### config.mk
export PLATFORM = sky130hd
export DESIGN_NAME = cdb_arbiter
export DESIGN_NICKNAME = d
export VERILOG_FILES = /design/src/rtl/cdb_arbiter.sv
export SDC_FILE = /design/constraint.sdc
export NUM_CORES = 1
export LEC_CHECK = 0
export ABC_AREA = 1
export CAP_MARGIN = 5
export CORE_ASPECT_RATIO = 0.5
export CORE_UTILIZATION = 35
export CTS_BUF_LIST = sky130_fd_sc_hd__clkbuf_4
export CTS_CLUSTER_DIAMETER = 120
export DETAILED_ROUTE_END_ITERATION = 6
export GPL_TIMING_DRIVEN = 0
export HOLD_SLACK_MARGIN = 0.15
export PLACE_DENSITY = 0.8
export REMOVE_ABC_BUFFERS = 1
export SYNTH_ARGS = -nofsm -noshare
export SYNTH_HDL_FRONTEND = slang
export SYNTH_SLANG_ARGS = --single-unit
### constraint.sdc
create_clock -name clk_i -period 2.38 [get_ports clk_i]
set_input_delay 0.238 -clock clk_i [delete_from_list [all_inputs] [get_ports clk_i]]
set_output_delay 0.238 -clock clk_i [all_outputs]
set_load 0.02 [all_outputs]
### src/rtl/cdb_arbiter.sv
// Round-robin arbiter for the Common Data Bus: one reservation station wins per cycle
// and its result is latched into a one-entry output register. Optional: CDB_ARB_PERF_CNT_EN.
module cdb_arbiter #(
  parameter int unsigned N_REQ          = 4,
  parameter int unsigned XLEN           = 64,
  parameter int unsigned ROB_IDX_LEN    = 6,
  parameter int unsigned ROB_EXCEPT_LEN = 5
) (
  input  logic                              clk_i,
  input  logic                              rst_i,
  input  logic                              flush_i,
  input  logic [N_REQ-1:0]                  req_valid_i,
  output logic [N_REQ-1:0]                  req_ready_o,
  input  logic [N_REQ*ROB_IDX_LEN-1:0]      req_idx_i,
  input  logic [N_REQ*XLEN-1:0]             req_data_i,
  input  logic [N_REQ-1:0]                  req_except_raised_i,
  input  logic [N_REQ*ROB_EXCEPT_LEN-1:0]   req_except_code_i,
  input  logic                              rob_ready_i,
  output logic                              cdb_valid_o,
  output logic [ROB_IDX_LEN-1:0]            cdb_idx_o,
  output logic [XLEN-1:0]                   cdb_data_o,
  output logic                              cdb_except_raised_o,
  output logic [ROB_EXCEPT_LEN-1:0]         cdb_except_o
`ifdef CDB_ARB_PERF_CNT_EN
  ,
  output logic [N_REQ*32-1:0]               perf_grant_cnt_o,
  output logic [31:0]                       perf_stall_cnt_o
`endif
);

  localparam int unsigned PTR_W = (N_REQ > 1) ? $clog2(N_REQ) : 1;

  logic [PTR_W-1:0]          prio_ptr_r;
  logic [PTR_W-1:0]          prio_ptr_nxt_s;
  logic [PTR_W-1:0]          win_s;
  logic [PTR_W-1:0]          cand_s;
  logic [N_REQ-1:0]          grant_s;
  logic                      grant_any_s;
  logic                      out_free_s;
  logic                      cdb_valid_r;
  logic [ROB_IDX_LEN-1:0]    cdb_idx_r;
  logic [XLEN-1:0]           cdb_data_r;
  logic                      cdb_except_raised_r;
  logic [ROB_EXCEPT_LEN-1:0] cdb_except_r;
  logic [ROB_IDX_LEN-1:0]    sel_idx_s;
  logic [XLEN-1:0]           sel_data_s;
  logic                      sel_except_raised_s;
  logic [ROB_EXCEPT_LEN-1:0] sel_except_s;

  // The output slot can take a new beat when it is empty or being consumed this cycle.
  assign out_free_s = !cdb_valid_r || rob_ready_i;

  // Round-robin search starting at the priority pointer, wrapping modulo N_REQ.
  always_comb begin
    grant_s     = '0;
    win_s       = '0;
    cand_s      = '0;
    grant_any_s = 1'b0;
    if (out_free_s && !flush_i && !rst_i) begin
      for (int i = 0; i < int'(N_REQ); i++) begin
        cand_s = PTR_W'((int'(prio_ptr_r) + i) % int'(N_REQ));
        if (!grant_any_s && req_valid_i[cand_s]) begin
          grant_any_s     = 1'b1;
          win_s           = cand_s;
          grant_s[cand_s] = 1'b1;
        end else begin
          grant_any_s = grant_any_s;
        end
      end
    end else begin
      grant_any_s = 1'b0;
    end
  end

  // Pointer moves just past the winner; it holds when nothing is granted.
  always_comb begin
    prio_ptr_nxt_s = prio_ptr_r;
    if (grant_any_s) begin
      if (32'(win_s) == (N_REQ - 32'd1)) begin
        prio_ptr_nxt_s = '0;
      end else begin
        prio_ptr_nxt_s = win_s + PTR_W'(1);
      end
    end else begin
      prio_ptr_nxt_s = prio_ptr_r;
    end
  end

  // One-hot payload mux driven by the grant vector.
  always_comb begin
    sel_idx_s           = '0;
    sel_data_s          = '0;
    sel_except_raised_s = 1'b0;
    sel_except_s        = '0;
    for (int i = 0; i < int'(N_REQ); i++) begin
      if (grant_s[i]) begin
        sel_idx_s           = req_idx_i[i*ROB_IDX_LEN +: ROB_IDX_LEN];
        sel_data_s          = req_data_i[i*XLEN +: XLEN];
        sel_except_raised_s = req_except_raised_i[i];
        sel_except_s        = req_except_code_i[i*ROB_EXCEPT_LEN +: ROB_EXCEPT_LEN];
      end else begin
        sel_idx_s = sel_idx_s;
      end
    end
  end

  // Output beat register and priority pointer; flush drops the in-flight beat only.
  always_ff @(posedge clk_i) begin
    if (rst_i) begin
      cdb_valid_r         <= 1'b0;
      cdb_idx_r           <= '0;
      cdb_data_r          <= '0;
      cdb_except_raised_r <= 1'b0;
      cdb_except_r        <= '0;
      prio_ptr_r          <= '0;
    end else begin
      prio_ptr_r <= prio_ptr_nxt_s;
      if (flush_i) begin
        cdb_valid_r <= 1'b0;
      end else if (grant_any_s) begin
        cdb_valid_r         <= 1'b1;
        cdb_idx_r           <= sel_idx_s;
        cdb_data_r          <= sel_data_s;
        cdb_except_raised_r <= sel_except_raised_s;
        cdb_except_r        <= sel_except_s;
      end else if (rob_ready_i) begin
        cdb_valid_r <= 1'b0;
      end else begin
        cdb_valid_r <= cdb_valid_r;
      end
    end
  end

  assign req_ready_o         = grant_s;
  assign cdb_valid_o         = cdb_valid_r;
  assign cdb_idx_o           = cdb_idx_r;
  assign cdb_data_o          = cdb_data_r;
  assign cdb_except_raised_o = cdb_except_raised_r;
  assign cdb_except_o        = cdb_except_r;

`ifdef CDB_ARB_PERF_CNT_EN
  logic [31:0] grant_cnt_r [N_REQ];
  logic [31:0] stall_cnt_r;

  // Free-running wrapping counters; flush does not clear them.
  always_ff @(posedge clk_i) begin
    if (rst_i) begin
      for (int i = 0; i < int'(N_REQ); i++) begin
        grant_cnt_r[i] <= 32'd0;
      end
      stall_cnt_r <= 32'd0;
    end else begin
      for (int i = 0; i < int'(N_REQ); i++) begin
        if (grant_s[i]) begin
          grant_cnt_r[i] <= grant_cnt_r[i] + 32'd1;
        end else begin
          grant_cnt_r[i] <= grant_cnt_r[i];
        end
      end
      if (cdb_valid_r && !rob_ready_i) begin
        stall_cnt_r <= stall_cnt_r + 32'd1;
      end else begin
        stall_cnt_r <= stall_cnt_r;
      end
    end
  end

  for (genvar g = 0; g < int'(N_REQ); g++) begin : g_perf
    assign perf_grant_cnt_o[g*32 +: 32] = grant_cnt_r[g];
  end
  assign perf_stall_cnt_o = stall_cnt_r;
`endif

endmodule
==> key figures, run 1 <==
Outcome
  – Outcome: finished, violations left
  – Failing checks: setup timing

STA
  – Worst setup margin: -550.7 ps
  – Clk_skew: 38.51 ps
  – Min Tclk post-route: 2931 ps
  – Period utilization: 123.1%
  – Unrepaired setup endpoints after global routing: true
  – Slew headroom: 8.575%
  – # setup viols final: 82
  – Worst-Margin Slew: 1371 ps
  – Final Hold Vio Count: 0
  – Max Slew Vio Count: 0
  – Achievable frequency: 0.3412 GHz

Routing
  – Via-to-Cell Ratio: 5.991
  – Post-route ant nets: 0
  – DRT iter0 DRCs: 1266
  – DRC: 0
  – WL final: 43070 um
  – Wire per inst: 24.83 um
  – Detailed-route via count: 10390
  – Initial DRT Pass Iterations: 6

Pwr
  – Reg power frac: 25.3%
  – Sw frac: 43.55%
  – Max VDD drop: 318.5 uV
  – Combinational share of power: 60.3%
  – Power Density: 481.1 nW/um^2
  – Cell internal pwr: 0.003421 W
  – PnR Total Power: 0.006060 W
  – Clk pwr share: 14.4%
  – LEAKAGE: 5.177 nW
  – NetSw: 0.002639 W

Clock network
  – Worst-Skew Late Latency: 480 ps
  – Hold buffer count at CTS: 0
  – CTS Buf Count: 9
  – Clock sinks: 79
  – H-tree levels: 3
  – Clk root buf: clkbuf_4
  – TritonCTS clock tree: built
  – CTS max path bufs: 2
  – Clk slew on worst S/H paths: 160 ps

Die
  – Die W: 192.0 um
  – Initial core utilization: 36.05%
  – Boundary Pins: 393
  – DIE AREA: 18630 sq um
  – Core area: 17530 sq um
  – Die height: 97.01 um
  – Row cnt: 34

Placed design
  – Port Buffer Count: 392
  – Routability Congestion: 0.9391
  – Inst Count DP: 1612
  – Place WS: -1998 ps
  – Cell Area, Placed: 10220 sq um
  – Placed wire-length estimate: 18460 um

Logic synthesis
  – Mapped Cells: 1070
  – Mapped Area: 6319 sq um
  – Post-synthesis register bit count: 79
  – Post-synth top flop: dfxtp_1
  – Number of distinct library cells after synthesis: 30
  – Ys async rst share: 0%
  – Seq/Total Area, Yosys: 25.03%
  – Warnings from Yosys: 0
  – Syn_area_per_cell: 5.905 sq um
  – EDFF count, synth: 0

Hold path
  – Hold_sp: req_data_i[233]
  – Hold Path End: cdb_data_o[41]
  – Hold Crit Depth: 3
  – Min-delay worst type: in2reg

Critical path
  – Worst Setup Path Type: reg2reg
  – Setup crit end kind: flip-flop
  – Worst r2r dst: cdb_data_o[22]
  – CP delay by family, top: simple AND/OR/NAND/NOR gates
  – FF-to-FF Start: prio_ptr_r[1]
  – Buffers & Inverters on Critical Path: 5
  – CP max stage cell: dfxtp_4
  – R2R cell count: 17
  – Worst Path Required: 2670 ps
  – Critical path startpoint category: flip-flop
  – CP Max Fanout: 8
  – R2r setup slk: -550 ps
  – CP max stage delay: 410 ps
  – CP Data Arrival Time: 3220 ps
  – CP cell instances: clkinvlp_4 -> ha_4 -> nand3_4 -> nand2_4 -> inv_4 -> nor2_8 -> nand3_4 -> inv_4 -> nand2_4 -> nand3_4 -> buf_12 -> buf_12 -> nand2_8 -> nand2_1 -> nand2_1 -> nand2_1 -> a21oi_1

Finish
  – Final core utilization: 71.87%
  – Design area: 12600 sq um
  – Post-route insts no fill: 1735
  – Synth-to-layout area growth: 99.35%
  – Layout cells sized above 1: 20.39%
  – Nets: 1817
  – # diodes: 0

Global routing
  – All-Layer GR Usage: 38.68%
  – Global-route wire length before repair: 53870 um
  – Initial antenna violation count: 0
  – Largest net degree at the start of global routing: 58
  – Grt ovf: 0
  – Vias in the first global route: 9009

Run
  – Max Cap Viol: 0
## routing by layer
layer / track usage, % / part of all wire, %
met5: 0 / 0
met4: 15.57 / 6.2
met3: 12.34 / 15
met2: 61.87 / 42
met1: 47.89 / 37
## power groups by stage
stage	clock, W	combinational, W	sequential (W)
final	0.000872	0.00366	0.00153
after CTS	0.000875	0.00294	0.00152
after detailed placement	0	0.00228	0.00156
after global placement	0	0.00221	0.00155
after global routing	0.000928	0.00377	0.00154
after floorplan	0	0.000943	0.00171
## synthesized netlist by cell type, types with 7 or more instances
| cell | count | share of area, % |
|---|---|---|
| a21oi_1 | 133 | 11 |
| buf_2 | 38 | 3.0 |
| buf_6 | 10 | 1.8 |
| clkbuf_1 | 36 | 2.1 |
| dfxtp_1 | 79 | 25 |
| ha_1 | 7 | 1.4 |
| inv_1 | 90 | 5.3 |
| nand2_1 | 238 | 14 |
| nand2_2 | 7 | 0.69 |
| nand3_1 | 130 | 10 |
| nor2_1 | 56 | 3.3 |
| o21ai_0 | 109 | 8.6 |
| o21ai_1 | 78 | 6.2 |
| or2_0 | 23 | 2.3 |
## cells by family after synthesis
logic type	share of synthesized area, %
buf+inv	13.37
fa+ha+maj	1.386
flops	25.03
xor+xnor	0.2773
simple gates	33.96
compound gates	25.98
## worst max-delay path by stage
stage,from,end,slack [ps],cells past startpoint
after detailed placement,prio_ptr_r[1],req_ready_o[3],-2000,14
final,prio_ptr_r[1],cdb_data_o[22],-550,17
after global placement,rst_i,cdb_data_o[34],-5300,6
after CTS,prio_ptr_r[1],cdb_data_o[22],-280,14
after global routing,prio_ptr_r[1],cdb_data_o[22],-530,16
after floorplan,cdb_valid_o,prio_ptr_r[0],-1680,7
## state kept, by name, summed over array words and instances, names as in the netlist
register / cells
prio_ptr_r: 2
cdb_valid_o: 1
cdb_idx_o: 6
cdb_except_raised_o: 1
cdb_data_o: 64
cdb_except_o: 5
## tightest hold or removal path: cells and delay by family
family	cells	cell delay, ps
buf+inv	1	400
compound gates	2	200
## cells in the final DEF (no fill, tap or decap), types with 48 or more instances in the layout
cell	n
inv_1	83
dfxtp_1	77
o21ai_0	68
o21ai_1	52
nor2_1	48
nand2_1	205
a21oi_1	122
clkdlybuf4s50_1	387
nand3_1	116
o21ai_2	63
## layout make-up
class | count | area (sq um)
multi-input combinational | 836 | 5139
inverter | 97 | 411.6
timing repair inverter | 2 | 31.28
clock inverter | 2 | 33.78
sequential | 79 | 1589
clock buffer | 12 | 90.09
tap | 234 | 292.8
fill | 1315 | 4931
timing repair buffer | 473 | 5009
## through the flow
stage                     hold WS [ps]  setup TNS (ps)
final                            388.5          -35520
after global routing             378.4          -34570
after CTS                        374.9          -15710
after detailed placement         454.8         -135830
after global placement           452.8         -401340
after floorplan                  307.1         -123970
## timing repair
action,CTS,global route
setup endpoints to repair,82,82
gates resized for setup,121,193
setup buffers,44,30
gates cloned,24,17
pin swaps,38,41
Power figures use the tool's default switching activity.
==> run 2: changes to the inputs <==
--- a/config.mk
+++ b/config.mk
@@ -11,6 +11,7 @@
 export CORE_UTILIZATION = 35
 export CTS_BUF_LIST = sky130_fd_sc_hd__clkbuf_4
 export CTS_CLUSTER_DIAMETER = 120
+export CTS_CLUSTER_SIZE = 25
 export DETAILED_ROUTE_END_ITERATION = 6
 export GPL_TIMING_DRIVEN = 0
 export HOLD_SLACK_MARGIN = 0.15
==> results of run 2 <==
Same layout as run 1: the final DEF is identical, and so are final timing and power.
==> run 3: changes to the inputs <==
--- a/config.mk
+++ b/config.mk
@@ -17,6 +17,7 @@
 export HOLD_SLACK_MARGIN = 0.15
 export PLACE_DENSITY = 0.8
 export REMOVE_ABC_BUFFERS = 1
+export SLEW_MARGIN = 10
 export SYNTH_ARGS = -nofsm -noshare
 export SYNTH_HDL_FRONTEND = slang
 export SYNTH_SLANG_ARGS = --single-unit
==> run 3 against run 2 <==
  * The run ends with DRC, setup timing left
  * Sequential share of layout area about the same
  * Clock power shrank 8.1%
  * Die area did not move
  * Cell count is 0.46% higher
  * Routed wire length fell by 2.6%
  * Final area rose by 0.24%
  * Setup slack gained 110 ps
  * Clock skew shrank 23 ps
  * Flip-flop and latch count is the same
  * Combinational power shrank 1%
  * Critical path type unchanged
  * Largest power group unchanged
==> key figures, run 3 (synthesis gave the netlist of run 1 again) <==
Outcome
  – Outcome: finished, violations left
  – Failing checks: DRC, setup timing

STA
  – Max Slew Vio Count: 0
  – Slew headroom: 48.91%
  – Clk_skew: 15.36 ps
  – Achievable frequency: 0.3550 GHz
  – Min Tclk post-route: 2817 ps
  – Unrepaired setup endpoints after global routing: true
  – Worst setup margin: -437.2 ps
  – Worst-Margin Slew: 766.4 ps
  – # setup viols final: 82
  – Period utilization: 118.4%
  – Final Hold Vio Count: 0

Clock network
  – H-tree levels: 3
  – Clock sinks: 79
  – Clk slew on worst S/H paths: 170 ps
  – TritonCTS clock tree: built
  – CTS max path bufs: 2
  – Clk root buf: clkbuf_4
  – Hold buffer count at CTS: 0
  – Worst-Skew Late Latency: 480 ps
  – CTS Buf Count: 9

Pwr
  – Max VDD drop: 263.8 uV
  – Power Density: 471.6 nW/um^2
  – LEAKAGE: 5.173 nW

Routing
  – Wire per inst: 24.07 um
  – Initial DRT Pass Iterations: 7
  – Via-to-Cell Ratio: 5.889
  – Detailed-route via count: 10270
  – Post-route ant nets: 0
  – WL final: 41950 um
  – DRT iter0 DRCs: 1166
  – DRC: 16

Die
  – Die height: 97.01 um
  – DIE AREA: 18630 sq um
  – Die W: 192.0 um
  – Boundary Pins: 393
  – Initial core utilization: 36.05%
  – Row cnt: 34
  – Core area: 17530 sq um

Global routing
  – Global-route wire length before repair: 52470 um
  – Largest net degree at the start of global routing: 58
  – All-Layer GR Usage: 37.49%
  – Vias in the first global route: 8903
  – Grt ovf: 0
  – Initial antenna violation count: 2

Finish
  – Post-route insts no fill: 1743
  – Layout cells sized above 1: 20.17%
  – Synth-to-layout area growth: 99.82%
  – Most frequent cells in the layout: clkdlybuf4s50_1 (387), nand2_1 (188), a21oi_1 (123)
  – Number of flip-flops in the largest register: 64
  – Design area: 12630 sq um
  – Reg area: 1589 sq um
  – Fillers: 1259
  – Most common cell after layout, fill and taps aside: clkdlybuf4s50_1
  – Area of the multi-input gates: 5070 sq um
  – Nets: 1821

Placed design
  – Inst Count DP: 1614
  – Placed wire-length estimate: 18750 um
  – Cell Area, Placed: 10260 sq um
  – Routability Congestion: 0.9391
  – Port Buffer Count: 392

Hold path
  – Hold_sp: req_data_i[253]
  – Hold Crit Depth: 3
  – Min-delay worst type: in2reg

Run
  – Max Cap Viol: 0

Critical path
  – CP Data Arrival Time: 3230 ps
  – Buffers & Inverters on Critical Path: 5
  – Crit path launch: prio_ptr_r[1]
  – Setup crit end kind: flip-flop
  – CP cell instances: clkinvlp_4 -> ha_4 -> nand3_4 -> nand2_4 -> inv_4 -> nor2_8 -> nand3_4 -> inv_4 -> nand2_4 -> nand3_4 -> buf_12 -> buf_8 -> nand2_8 -> nand2_1 -> o21ai_1 -> a21oi_1
  – Most used cell, CP: nand3_4
  – R2R cell count: 16
  – FF-to-FF Start: prio_ptr_r[1]
  – Worst Path Required: 2800 ps
  – Worst Setup Path Type: reg2reg
  – CP Max Fanout: 8
  – CP delay by family, top: simple AND/OR/NAND/NOR gates
  – Critical path depth: 16
  – CP max stage delay: 410 ps
  – Critical path startpoint category: flip-flop
  – CP max stage cell: dfxtp_4
## run 3: what timing repair did
item / in CTS / in global routing
cloned: 21 / 20
pin swaps: 21 / 64
setup endpoints to repair: 82 / 82
resized for setup: 84 / 220
buffers inserted: 36 / 34
## run 3: metrics by stage
| step | power, W | utilization, % | TNS, ps | setup WS (ps) | hold WS [ps] |
|---|---|---|---|---|---|
| finish | 0.005955 | 72.04 | -27490 | -437.2 | 378.9 |
| global route | 0.006148 | 72.02 | -30160 | -511.6 | 382.6 |
| global placement | 0.003761 | 57.40 | -401340 | -5302 | 452.8 |
| CTS | 0.005131 | 64.19 | -18870 | -293.4 | 364.0 |
| floorplan | 0.002650 | - | -123970 | -1676 | 307.1 |
| detailed placement | 0.003853 | 58.52 | -134600 | -1988 | 454.8 |
## run 3: worst register-to-register path, stage by stage, from the launching register on
cell and delay [ps]:
dfxtp_4 410, clkinvlp_4 130, ha_4 350, nand3_4 90
nand2_4 120, inv_4 60, nor2_8 180, nand3_4 140
inv_4 110, nand2_4 70, nand3_4 160, buf_12 170
buf_8 140, nand2_8 120, nand2_1 200, o21ai_1 90
a21oi_1 220
## run 3: metal layers
metal | up-vias | GRT usage, % | wire (um)
li1 | 4454 | - | -
met4 | 0 | 14.72 | 2580
met2 | 879 | 59.29 | 17900
met3 | 239 | 10.38 | 5795
met1 | 4693 | 48.05 | 15680
met5 | - | 0 | 0
## run 3: worst paths after layout
| check | to | slack (ps) |
|---|---|---|
| worst max-delay path | cdb_data_o[1] | -440 |
| worst min-delay path | cdb_data_o[61] | 380 |
| worst max register to register | cdb_data_o[1] | -440 |
| worst min register to register | cdb_data_o[10] | 470 |
## run 3: final cells by class
type	count	share of cell area, %
inverter	97	3.240
multi-input combinational	833	40.15
tap	234	2.319
antenna	2	0.03964
sequential	79	12.59
timing repair buffer	479	40.48
clock buffer	12	0.7135
clock inverter	4	0.1784
timing repair inverter	3	0.2874
## run 3: power breakdown
group	internal [W]	switching (W)	total, W
logic	0.00164	0.00198	0.00362
clock network	0.000246	0.000556	0.000801
registers	0.00146	0.0000743	0.00153
total	0.00334	0.00261	0.00595
